===== config.mk =====
export PLATFORM = sky130hd
export DESIGN_NAME = voice_alloc
export DESIGN_NICKNAME = d
export VERILOG_FILES = /design/src/rtl/piano_pkg.sv /design/src/rtl/voice_slot.sv /design/src/rtl/voice_alloc.sv
export SDC_FILE = /design/constraint.sdc
export NUM_CORES = 1
export LEC_CHECK = 0
export ABC_AREA = 1
export CORE_MARGIN = 8
export CORE_UTILIZATION = 57
export DETAILED_ROUTE_END_ITERATION = 10
export PLACE_DENSITY = 0.77
export RECOVER_POWER = 25
export SLEW_MARGIN = 5
export SYNTH_ARGS = -nofsm -noshare
export SYNTH_HDL_FRONTEND = slang
export SYNTH_SLANG_ARGS = --single-unit

===== constraint.sdc =====
create_clock -name clk -period 5.33 [get_ports clk]
set_input_delay 0.7995 -clock clk [delete_from_list [all_inputs] [get_ports clk]]
set_output_delay 0.7995 -clock clk [all_outputs]
set_load 0.01 [all_outputs]

===== src/rtl/piano_pkg.sv =====
// Shared types and constants for the piano voice allocator.
// Holds the voice lifecycle enum and the default key/note widths.
package piano_pkg;

  localparam int NKEYS = 8;
  localparam int KW    = $clog2(NKEYS);

  typedef enum logic [1:0] {
    IDLE    = 2'd0,
    ON      = 2'd1,
    RELEASE = 2'd2
  } voice_state_t;

endpackage


===== src/rtl/voice_slot.sv =====
// One divider voice: lifecycle state, note, saturating age and release timer.
// Ports: clk, rst, alloc strobe, new_note, key_lvl (level of the held note) -> state, note, age.
module voice_slot #(
  parameter int KW         = piano_pkg::KW,
  parameter int REL_CYCLES = 1024,
  parameter int AGEW       = 16
) (
  input  logic                   clk,
  input  logic                   rst,
  input  logic                   alloc,
  input  logic [KW-1:0]          new_note,
  input  logic                   key_lvl,
  output piano_pkg::voice_state_t state,
  output logic [KW-1:0]          note,
  output logic [AGEW-1:0]        age
);
  import piano_pkg::*;

  localparam int RW = (REL_CYCLES > 1) ? $clog2(REL_CYCLES) : 1;
  localparam logic [RW-1:0]   REL_LOAD = RW'(REL_CYCLES - 1);
  localparam logic [AGEW-1:0] AGE_MAX  = '1;

  voice_state_t    st_q, st_d;
  logic [KW-1:0]   note_q, note_d;
  logic [AGEW-1:0] age_q, age_d;
  logic [RW-1:0]   rel_q, rel_d;

  always_ff @(posedge clk or posedge rst) begin
    if (rst) begin
      st_q   <= IDLE;
      note_q <= '0;
      age_q  <= '0;
      rel_q  <= '0;
    end else begin
      st_q   <= st_d;
      note_q <= note_d;
      age_q  <= age_d;
      rel_q  <= rel_d;
    end
  end

  always_comb begin
    st_d   = st_q;
    note_d = note_q;
    age_d  = age_q;
    rel_d  = rel_q;
    if (st_q != IDLE && age_q != AGE_MAX)
      age_d = age_q + 1'b1;
    // Allocation overrides release entry and release expiry.
    if (alloc) begin
      st_d   = ON;
      note_d = new_note;
      age_d  = '0;
      rel_d  = '0;
    end else begin
      unique case (st_q)
        ON: begin
          if (!key_lvl) begin
            st_d  = RELEASE;
            rel_d = REL_LOAD;
          end
        end
        RELEASE: begin
          if (rel_q == '0)
            st_d = IDLE;
          else
            rel_d = rel_q - 1'b1;
        end
        default: ;
      endcase
    end
  end

  assign state = st_q;
  assign note  = note_q;
  assign age   = age_q;

endmodule


===== src/rtl/voice_alloc.sv =====
// Voice allocator: maps key presses onto NVOICES shared divider voices.
// Ports: clk, rst, keys -> voice_en, voice_note (KW bits per voice), voice_new, steal.
module voice_alloc #(
  parameter int NKEYS      = piano_pkg::NKEYS,
  parameter int NVOICES    = 4,
  parameter int KW         = piano_pkg::KW,
  parameter int REL_CYCLES = 1024,
  parameter int AGEW       = 16
) (
  input  logic                  clk,
  input  logic                  rst,
  input  logic [NKEYS-1:0]      keys,
  output logic [NVOICES-1:0]    voice_en,
  output logic [NVOICES*KW-1:0] voice_note,
  output logic [NVOICES-1:0]    voice_new,
  output logic                  steal
);
  import piano_pkg::*;

  localparam int VW = (NVOICES > 1) ? $clog2(NVOICES) : 1;

  logic [NKEYS-1:0]   keys_q, pend_q, pend_d;
  logic [NVOICES-1:0] new_q, alloc;
  logic               steal_q, steal_d;

  voice_state_t    st  [NVOICES];
  logic [KW-1:0]   nt  [NVOICES];
  logic [AGEW-1:0] age [NVOICES];
  logic [NVOICES-1:0] key_lvl;

  logic          svc_vld;
  logic [KW-1:0] svc_key;

  logic          hit_vld, idle_vld, rel_vld, on_vld;
  logic [VW-1:0] hit_idx, idle_idx, rel_idx, on_idx, tgt;
  logic [AGEW-1:0] rel_age, on_age;

  always_ff @(posedge clk or posedge rst) begin
    if (rst) begin
      keys_q  <= '0;
      pend_q  <= '0;
      new_q   <= '0;
      steal_q <= 1'b0;
    end else begin
      keys_q  <= keys;
      pend_q  <= pend_d;
      new_q   <= alloc;
      steal_q <= steal_d;
    end
  end

  // Lowest pending key wins the single service slot.
  always_comb begin
    svc_vld = 1'b0;
    svc_key = '0;
    for (int i = NKEYS - 1; i >= 0; i--) begin
      if (pend_q[i]) begin
        svc_vld = 1'b1;
        svc_key = KW'(i);
      end
    end
  end

  // Candidate voices per priority class; strict '>' keeps lowest index on ties.
  always_comb begin
    hit_vld  = 1'b0;
    hit_idx  = '0;
    idle_vld = 1'b0;
    idle_idx = '0;
    rel_vld  = 1'b0;
    rel_idx  = '0;
    rel_age  = '0;
    on_vld   = 1'b0;
    on_idx   = '0;
    on_age   = '0;
    for (int v = NVOICES - 1; v >= 0; v--) begin
      if (st[v] != IDLE && nt[v] == svc_key) begin
        hit_vld = 1'b1;
        hit_idx = VW'(v);
      end
      if (st[v] == IDLE) begin
        idle_vld = 1'b1;
        idle_idx = VW'(v);
      end
    end
    for (int v = 0; v < NVOICES; v++) begin
      if (st[v] == RELEASE && (!rel_vld || age[v] > rel_age)) begin
        rel_vld = 1'b1;
        rel_idx = VW'(v);
        rel_age = age[v];
      end
      if (st[v] == ON && (!on_vld || age[v] > on_age)) begin
        on_vld = 1'b1;
        on_idx = VW'(v);
        on_age = age[v];
      end
    end
  end

  always_comb begin
    tgt     = '0;
    alloc   = '0;
    steal_d = 1'b0;
    if (hit_vld) begin
      tgt = hit_idx;
    end else if (idle_vld) begin
      tgt = idle_idx;
    end else if (rel_vld) begin
      tgt     = rel_idx;
      steal_d = svc_vld;
    end else begin
      tgt     = on_idx;
      steal_d = svc_vld && on_vld;
    end
    if (svc_vld)
      alloc[tgt] = 1'b1;
  end

  // A press is dropped if the key goes low before it is serviced.
  always_comb begin
    pend_d = (pend_q | (keys & ~keys_q)) & keys;
    if (svc_vld)
      pend_d[svc_key] = 1'b0;
  end

  for (genvar g = 0; g < NVOICES; g++) begin : g_voice
    assign key_lvl[g] = keys[nt[g]];

    voice_slot #(
      .KW         (KW),
      .REL_CYCLES (REL_CYCLES),
      .AGEW       (AGEW)
    ) u_slot (
      .clk      (clk),
      .rst      (rst),
      .alloc    (alloc[g]),
      .new_note (svc_key),
      .key_lvl  (key_lvl[g]),
      .state    (st[g]),
      .note     (nt[g]),
      .age      (age[g])
    );

    assign voice_en[g]            = (st[g] != IDLE);
    assign voice_note[g*KW +: KW] = nt[g];
  end

  assign voice_new = new_q;
  assign steal     = steal_q;

endmodule


=== Word level (Yosys, flattened, before mapping) ===
Cells that the tools add are included.

* Muxes and demuxes: 112
* Bitwise gates (word level): 6
* Eq/ne operators: 28
* Magnitude comparators: 14
* Add/sub/neg operators: 8
* Reduce and logical (&&, ||, !) cells: 57

{| class="wikitable"
|+ Operators by type and width
! kind !! count
|-
| 16-bit two-way mux || 14
|-
| 10-bit two-way mux || 12
|-
| 16-bit > comparator || 6
|-
| 10-bit case mux with 2 select lines || 4
|-
| 16-bit by 1-bit adder with 16-bit output, second input constant || 4
|-
| 16-bit inequality test, second input constant || 4
|-
| 2-bit two-way mux || 27
|-
| 10-bit zero test || 4
|-
| 10-bit by 1-bit subtractor with 10-bit output, second input constant || 4
|-
| 1-bit two-way mux || 35
|-
| 8-bit bitwise AND || 3
|-
| 3-bit two-way mux || 8
|-
| 3-bit inequality test, second input constant || 8
|-
| 3-bit AND reduction || 8
|-
| 3-bit by 4-bit < comparator with 1-bit output, second input constant || 5
|-
| 1-bit logical AND || 17
|-
| 8-bit NOT || 2
|-
| 2-bit case mux with 2 select lines || 4
|-
| 2-bit nonzero test || 8
|-
| 1-bit binary-select mux with 3-bit select || 4
|-
| 3-bit == test || 4
|-
| 3-bit by 2-bit inequality test with 1-bit output, second input constant || 4
|-
| 3-bit nonzero test || 4
|-
| 2-bit by 1-bit == test with 1-bit output, second input constant || 4
|-
| 12 further kinds || 28
|}

* Input bits: 10
* Bits in registers: 145
* Output and inout port bits: 21
* Word-level logic and storage cells: 245

=== Depth between registers and ports, before layout ===
* Word-level depth: 24
* Depth in mapped cells: 62
* Gate-level depth less buffers: 59

=== Cells and area by module ===
Synthesis repeated with hierarchy kept, for this count alone.

* Cells, all modules: 1780
* Area, all modules: 11853.9 um2

{| class="wikitable"
|+ By module, submodules not included
! module !! times used !! area an instance (um2) !! seq. area each (um2) !! cells an instance
|-
| voice_slot || 4 || 1850.5 || 775.7 || 263
|-
| voice_alloc || 1 || 4451.8 || 525.5 || 728
|}

=== Worst setup path before layout ===
OpenSTA, ideal clock, no wires.

* Path kind: register -> register
* Start: reg g_voice[0].u_slot.st_q[0]
* End: reg g_voice[2].u_slot.rel_q[0]
* Data arrival time: 5.681 ns
* Required time: 5.213 ns
* Buffers on the path: 3
* Slack: -0.468 ns
* Library setup time: 0.117 ns
* Cell stages (with the launch flop): 50
* Period minus slack after synthesis: 5.798 ns
* Cells stage by stage: dfrtp_1 nor2_2 clkbuf_1 nand2_1 ha_1 nand2_1 nor2_1 nand2_1 nor3_2 nand2_1 nand3_1 nand2_1 a21oi_1 inv_1 clkbuf_1 nand2_1 o21ai_0 ha_1 [... 14 more ...] nor3_1 nand2_1 nand2_1 nand2_1 nand2_1 nand2_1 nand3_1 nand2_1 nand2_1 nand2_1 nand2_4 nand3_2 inv_2 nand2_2 nand2_2 nand3_2 nand2_1 nand2_1

* Cells in the longest elaborated chain, start to end: 24
* Elaborated cells on any way between the ends: 66
* Those cells by class: order compare (8); eq/ne (4); mux (30); reduce/logical (24)

{| class="wikitable"
|+ RTL lines
! element !! RTL line !! text
|-
| start: declaration || voice_slot.sv:23 || <nowiki>voice_state_t st_q, st_d;</nowiki>
|-
| start signal: assignment || voice_slot.sv:35 || <nowiki>st_q <= st_d;</nowiki>
|-
| 2-bit by 1-bit == test with 1-bit output or 2-bit == test (tied branches) || voice_alloc.sv:92, voice_alloc.sv:87 ||
|-
| 16-bit two-way mux (tied with other cells) || voice_alloc.sv:92 || <nowiki>if (st[v] == ON && (!on_vld || age[v] > on_age)) begin</nowiki>
|-
| 16-bit > comparator (tied with other cells) || voice_alloc.sv:92 ||
|-
| 1-bit logical OR (on tied branches) || voice_alloc.sv:92, voice_alloc.sv:87 ||
|-
| 1-bit logical AND (on tied branches) || voice_alloc.sv:92, voice_alloc.sv:87 ||
|-
| 16-bit two-way mux (tied with other cells) || voice_alloc.sv:92 ||
|-
| 16-bit > comparator (tied with other cells) || voice_alloc.sv:92 ||
|-
| 1-bit logical OR (on tied branches) || voice_alloc.sv:92, voice_alloc.sv:87 ||
|-
| [... 8 more ...] || - ||
|-
| 2-bit two-way mux * || voice_alloc.sv:104 || <nowiki>if (hit_vld) begin</nowiki>
|-
| 2-bit by 3-bit < comparator with 1-bit output (not written as such) or 2-bit by 1-bit greater-or-equal comparator with 1-bit output (tied branches) || voice_alloc.sv:116 || <nowiki>alloc[tgt] = 1'b1;</nowiki>
|-
| 1-bit logical AND (not written as such) || voice_alloc.sv:116 ||
|-
| 1-bit two-way mux (not written as such) || voice_alloc.sv:116 ||
|-
| 1-bit demux with 2-bit select * || voice_alloc.sv:116 ||
|-
| 4-bit two-way mux * || voice_alloc.sv:115 || <nowiki>if (svc_vld)</nowiki>
|-
| 3-bit inequality test (no line) or 3-bit nonzero test (tied branches) || - ||
|-
| 3-bit AND reduction (no line) || - ||
|-
| end signal: assignment || voice_slot.sv:38 || <nowiki>rel_q <= rel_d;</nowiki>
|-
| end: declaration || voice_slot.sv:26 || <nowiki>logic [RW-1:0] rel_q, rel_d;</nowiki>
|}

Every way passes the cells marked *; elsewhere a longest branch is shown, timed or not.
A chain may end at the register's enable or synchronous reset.

=== Worst setup path in the final report ===
* Start: reg g_voice[0].u_slot.st_q[1]
* End: reg g_voice[3].u_slot.rel_q[2]

* Cells in the longest elaborated chain, start to end: 24
* Elaborated cells on any way between the ends: 66
* Those cells by class: order compare (8); eq/ne (4); mux (30); reduce/logical (24)

{| class="wikitable"
|+ RTL lines
! element !! RTL line
|-
| 2-bit by 1-bit == test with 1-bit output or 2-bit == test (tied branches) || voice_alloc.sv:92, voice_alloc.sv:87
|-
| 16-bit two-way mux (tied with other cells) || voice_alloc.sv:92
|-
| 16-bit > comparator (tied with other cells) || voice_alloc.sv:92
|-
| 1-bit logical OR (on tied branches) || voice_alloc.sv:92, voice_alloc.sv:87
|-
| 1-bit logical AND (on tied branches) || voice_alloc.sv:92, voice_alloc.sv:87
|-
| 16-bit two-way mux (tied with other cells) || voice_alloc.sv:92
|-
| 16-bit > comparator (tied with other cells) || voice_alloc.sv:92
|-
| 1-bit logical OR (on tied branches) || voice_alloc.sv:92, voice_alloc.sv:87
|-
| [... 8 more ...] || -
|-
| 2-bit two-way mux * || voice_alloc.sv:104
|-
| 2-bit by 3-bit < comparator with 1-bit output (not written as such) or 2-bit by 1-bit greater-or-equal comparator with 1-bit output (tied branches) || voice_alloc.sv:116
|-
| 1-bit logical AND (not written as such) || voice_alloc.sv:116
|-
| 1-bit two-way mux (not written as such) || voice_alloc.sv:116
|-
| 1-bit demux with 2-bit select * || voice_alloc.sv:116
|-
| 4-bit two-way mux * || voice_alloc.sv:115
|-
| 3-bit inequality test (no line) or 3-bit nonzero test (tied branches) || -
|-
| 3-bit AND reduction (no line) || -
|-
| end signal: assignment || voice_slot.sv:38
|-
| end: declaration || voice_slot.sv:26
|}

Marks and branches as above.

==> reports/results.tsv <==
metric	value	unit
cells after synthesis	1603	
crit-path most repeated cell	nand2_1	
met1 WL	14.7	mm
routed wl met2	18.1	mm
fraction of synthesis flops using an asynchronous set or reset pin	100	%
Worst Tran Pin Value	3.18	ns
CTS tree	built	
crit path capture type	flop	
YS warnings	0	
outcome	finished, violations left	
starting density of the core	57.9	%
Post-Route WL	37.5	mm
min-delay worst type	reg -> reg	
CP startpoint kind	flop	
clock buffer count from CTS	17	
ys flop type	dfrtp_1	
Worst path slowest cell	dfrtp_1	
Clock Skew	0.0191	ns
Vias/cell	5.90	
vias in the first global route	10900	
Top Layer Used	met4	
Post-synth EDFFs	0	
synthesized cell area	11200	um^2
Setup WS post-layout	-1.21	ns
io pins	31	
largest net degree at the start of global routing	70	
syn avg cell area	6.98	um^2
Util after Layout	78.8	%
Tot Pwr	0.0115	W
failing checks	max-capacitance violations, max-slew violations, negative setup slack	
synthesis-to-finish area growth	36.1	%
Max Slew Vio Count	70	
Skew-Pair Late Insertion Delay	0.44	ns
Worst EP arrival	6.87	ns
core area	19300	um^2
height of the die	156	um
Leakage Power	7.57	nW
IO buf count	30	
Final Hold Viols	0	
Met3 Wirelength	2.85	mm
Site Rows	51	
Critical Path Fanout Max	12	
post-synthesis net count	1717	
clock-pin slew on the worst setup and hold paths	0.08	ns
post-route cell area	15200	um^2
unique cell type count in the Yosys netlist	48	
Detail Route Antenna Nets	0	
first-pass GRT wire length	52.3	mm
all-layer global routing usage	26.4	%
DR iter-0 viols	1449	
Setup Crit Path Kind	reg -> reg	
layout cell share with drive strength beyond 1	24.4	%
gr ovfl total	0	
# diodes	0	
Final min period	6.54	ns
peak supply drop	0.000555	V
final RePlAce weighted congestion	0.929	
fmax	0.153	GHz
initial antenna violation count	0	
CP required	5.66	ns
DR DRC count	0	
reg2reg setup slack	-1.21	ns
Tcrit/Tclk final	123	%
Max-Cap Viols	1	
Vias	12400	
CTS root buf	clkbuf_16	
commonest non-fill, non-tap cell in the layout	nand2_1	
Final Setup Violations	128	
Final #Nets	1939	
Worst path max stage delay	0.37	ns
flops & latches, synth	145	
placed inst area	13200	um^2
WL/cell	17.8	um
pre-CTS WS	-1.06	ns
relative slew slack	-113	%
Total Neg Setup Slack	-138.93	ns
total iterations of the first detailed-routing run	6	
Cell Pwr Density	757	nW/um^2
# clock sinks	145	
# H-tree levels	4	
Final HPWL DP	23.5	mm
commonest non-fill, non-tap cells in the layout	nand2_1, nor2_1, buf_4	
Die Wd	156	um
RSZ-0062 raised after global routing	yes	
CTS Buffer Depth	2	
die area	24400	um^2
post-synthesis sequential area ratio	32.4	%
## where the power goes
group	switching, W	leakage [nW]	internal, W
clock	0.000548	0.288	0.000686
combinational	0.00494	5.43	0.00355
sequential	0.000335	1.86	0.00147
total	0.00582	7.57	0.00571
## per-stage QoR
stage / cells / hold slack (ns)
2_1_floorplan: 1603 / 0.384
3_3_place_gp: 2031 / 0.386
3_5_place_dp: 2031 / 0.395
4_1_cts: 2064 / 0.409
5_1_grt: 2103 / 0.426
6_report: 2103 / 0.408
## area by class of cell
type / count / area (um^2)
Clock buffer: 19 / 453
Fill cell: 1189 / 4110
Tap cell: 265 / 332
Timing Repair Buffer: 240 / 2330
Multi-Input combinational cell: 1260 / 7690
Timing Repair inverter: 2 / 20.0
Inverter: 159 / 623
Clock inverter: 13 / 143
Sequential cell: 145 / 3630
## per-layer routing
layer	vias to the layer above	global-route usage [%]
met1	5741	34.1
met5	-	0
met3	176	4.07
met4	0	10.8
met2	690	43.4
li1	5807	-
## registers in the layout, indices dropped and copies added, names as in the netlist
signal,count
g_voice.u_slot.note,12
g_voice.u_slot.state,8
g_voice.u_slot.age,64
voice_new,4
pend_q,8
g_voice.u_slot.rel_q,40
steal,1
keys_q,8
## worst max-delay path: cells and delay by family (launching register included)
kind,cells,cell delay [ns]
buffers and inverters,10,1.35
flip-flops,1,0.37
adder cells (fa/ha/maj),3,0.83
AO/OA/AOI/OAI,6,0.83
AND/OR/NAND/NOR,31,3.06
## Yosys cell counts, drive strengths merged, types with 5 or more instances
cell type | number | area share (%)
nand2 | 457 | 16
nor2 | 191 | 6.7
inv | 158 | 5.3
dfrtp | 145 | 32
o21ai | 137 | 6.1
a21oi | 105 | 4.8
ha | 104 | 12
nand3 | 77 | 3.8
nand4 | 47 | 2.6
nor3 | 43 | 2.0
xor2 | 28 | 2.2
buf | 27 | 1.5
nor3b | 16 | 1.1
clkbuf | 15 | 0.50
o211ai | 7 | 0.47
nor4 | 6 | 0.39
a221oi | 5 | 0.39
## worst paths after layout
path                       cells past startpoint                                endpoint                              startpoint
min                                            1                     pend_q[0]$_DFF_PP0_                     keys_q[0]$_DFF_PP0_
max                                           50  g_voice[3].u_slot.rel_q[2]$_DFFE_PP0P_  g_voice[0].u_slot.state[1]$_DFFE_PP0P_
min in group asynchronous                      2  g_voice[1].u_slot.rel_q[2]$_DFFE_PP0P_                                     rst
min reg2reg                                    1                     pend_q[0]$_DFF_PP0_                     keys_q[0]$_DFF_PP0_
max reg2reg                                   50  g_voice[3].u_slot.rel_q[2]$_DFFE_PP0P_  g_voice[0].u_slot.state[1]$_DFFE_PP0P_
max in group asynchronous                      3    g_voice[2].u_slot.age[5]$_DFFE_PP0P_                                     rst
## logic make-up after synthesis
kind of cell | Yosys count | synth area share (%)
AND/OR/NAND/NOR | 849 | 33.0
AO/OA/AOI/OAI | 272 | 13.1
buffers and inverters | 201 | 7.36
flip-flops | 145 | 32.4
adder cells (fa/ha/maj) | 104 | 11.6
XOR/XNOR | 32 | 2.51
## timing repair
action / 4_1_cts / 5_1_grt
cloned: 0 / 18
hold endpoints to repair: 0 / 0
pin swaps: 1 / 101
endpoints found under the setup margin: 128 / 128
setup buffers: 1 / 21
hold buffers: 0 / 0
resized for setup: 26 / 239
Note: power is estimated with default switching activity, not from simulation.
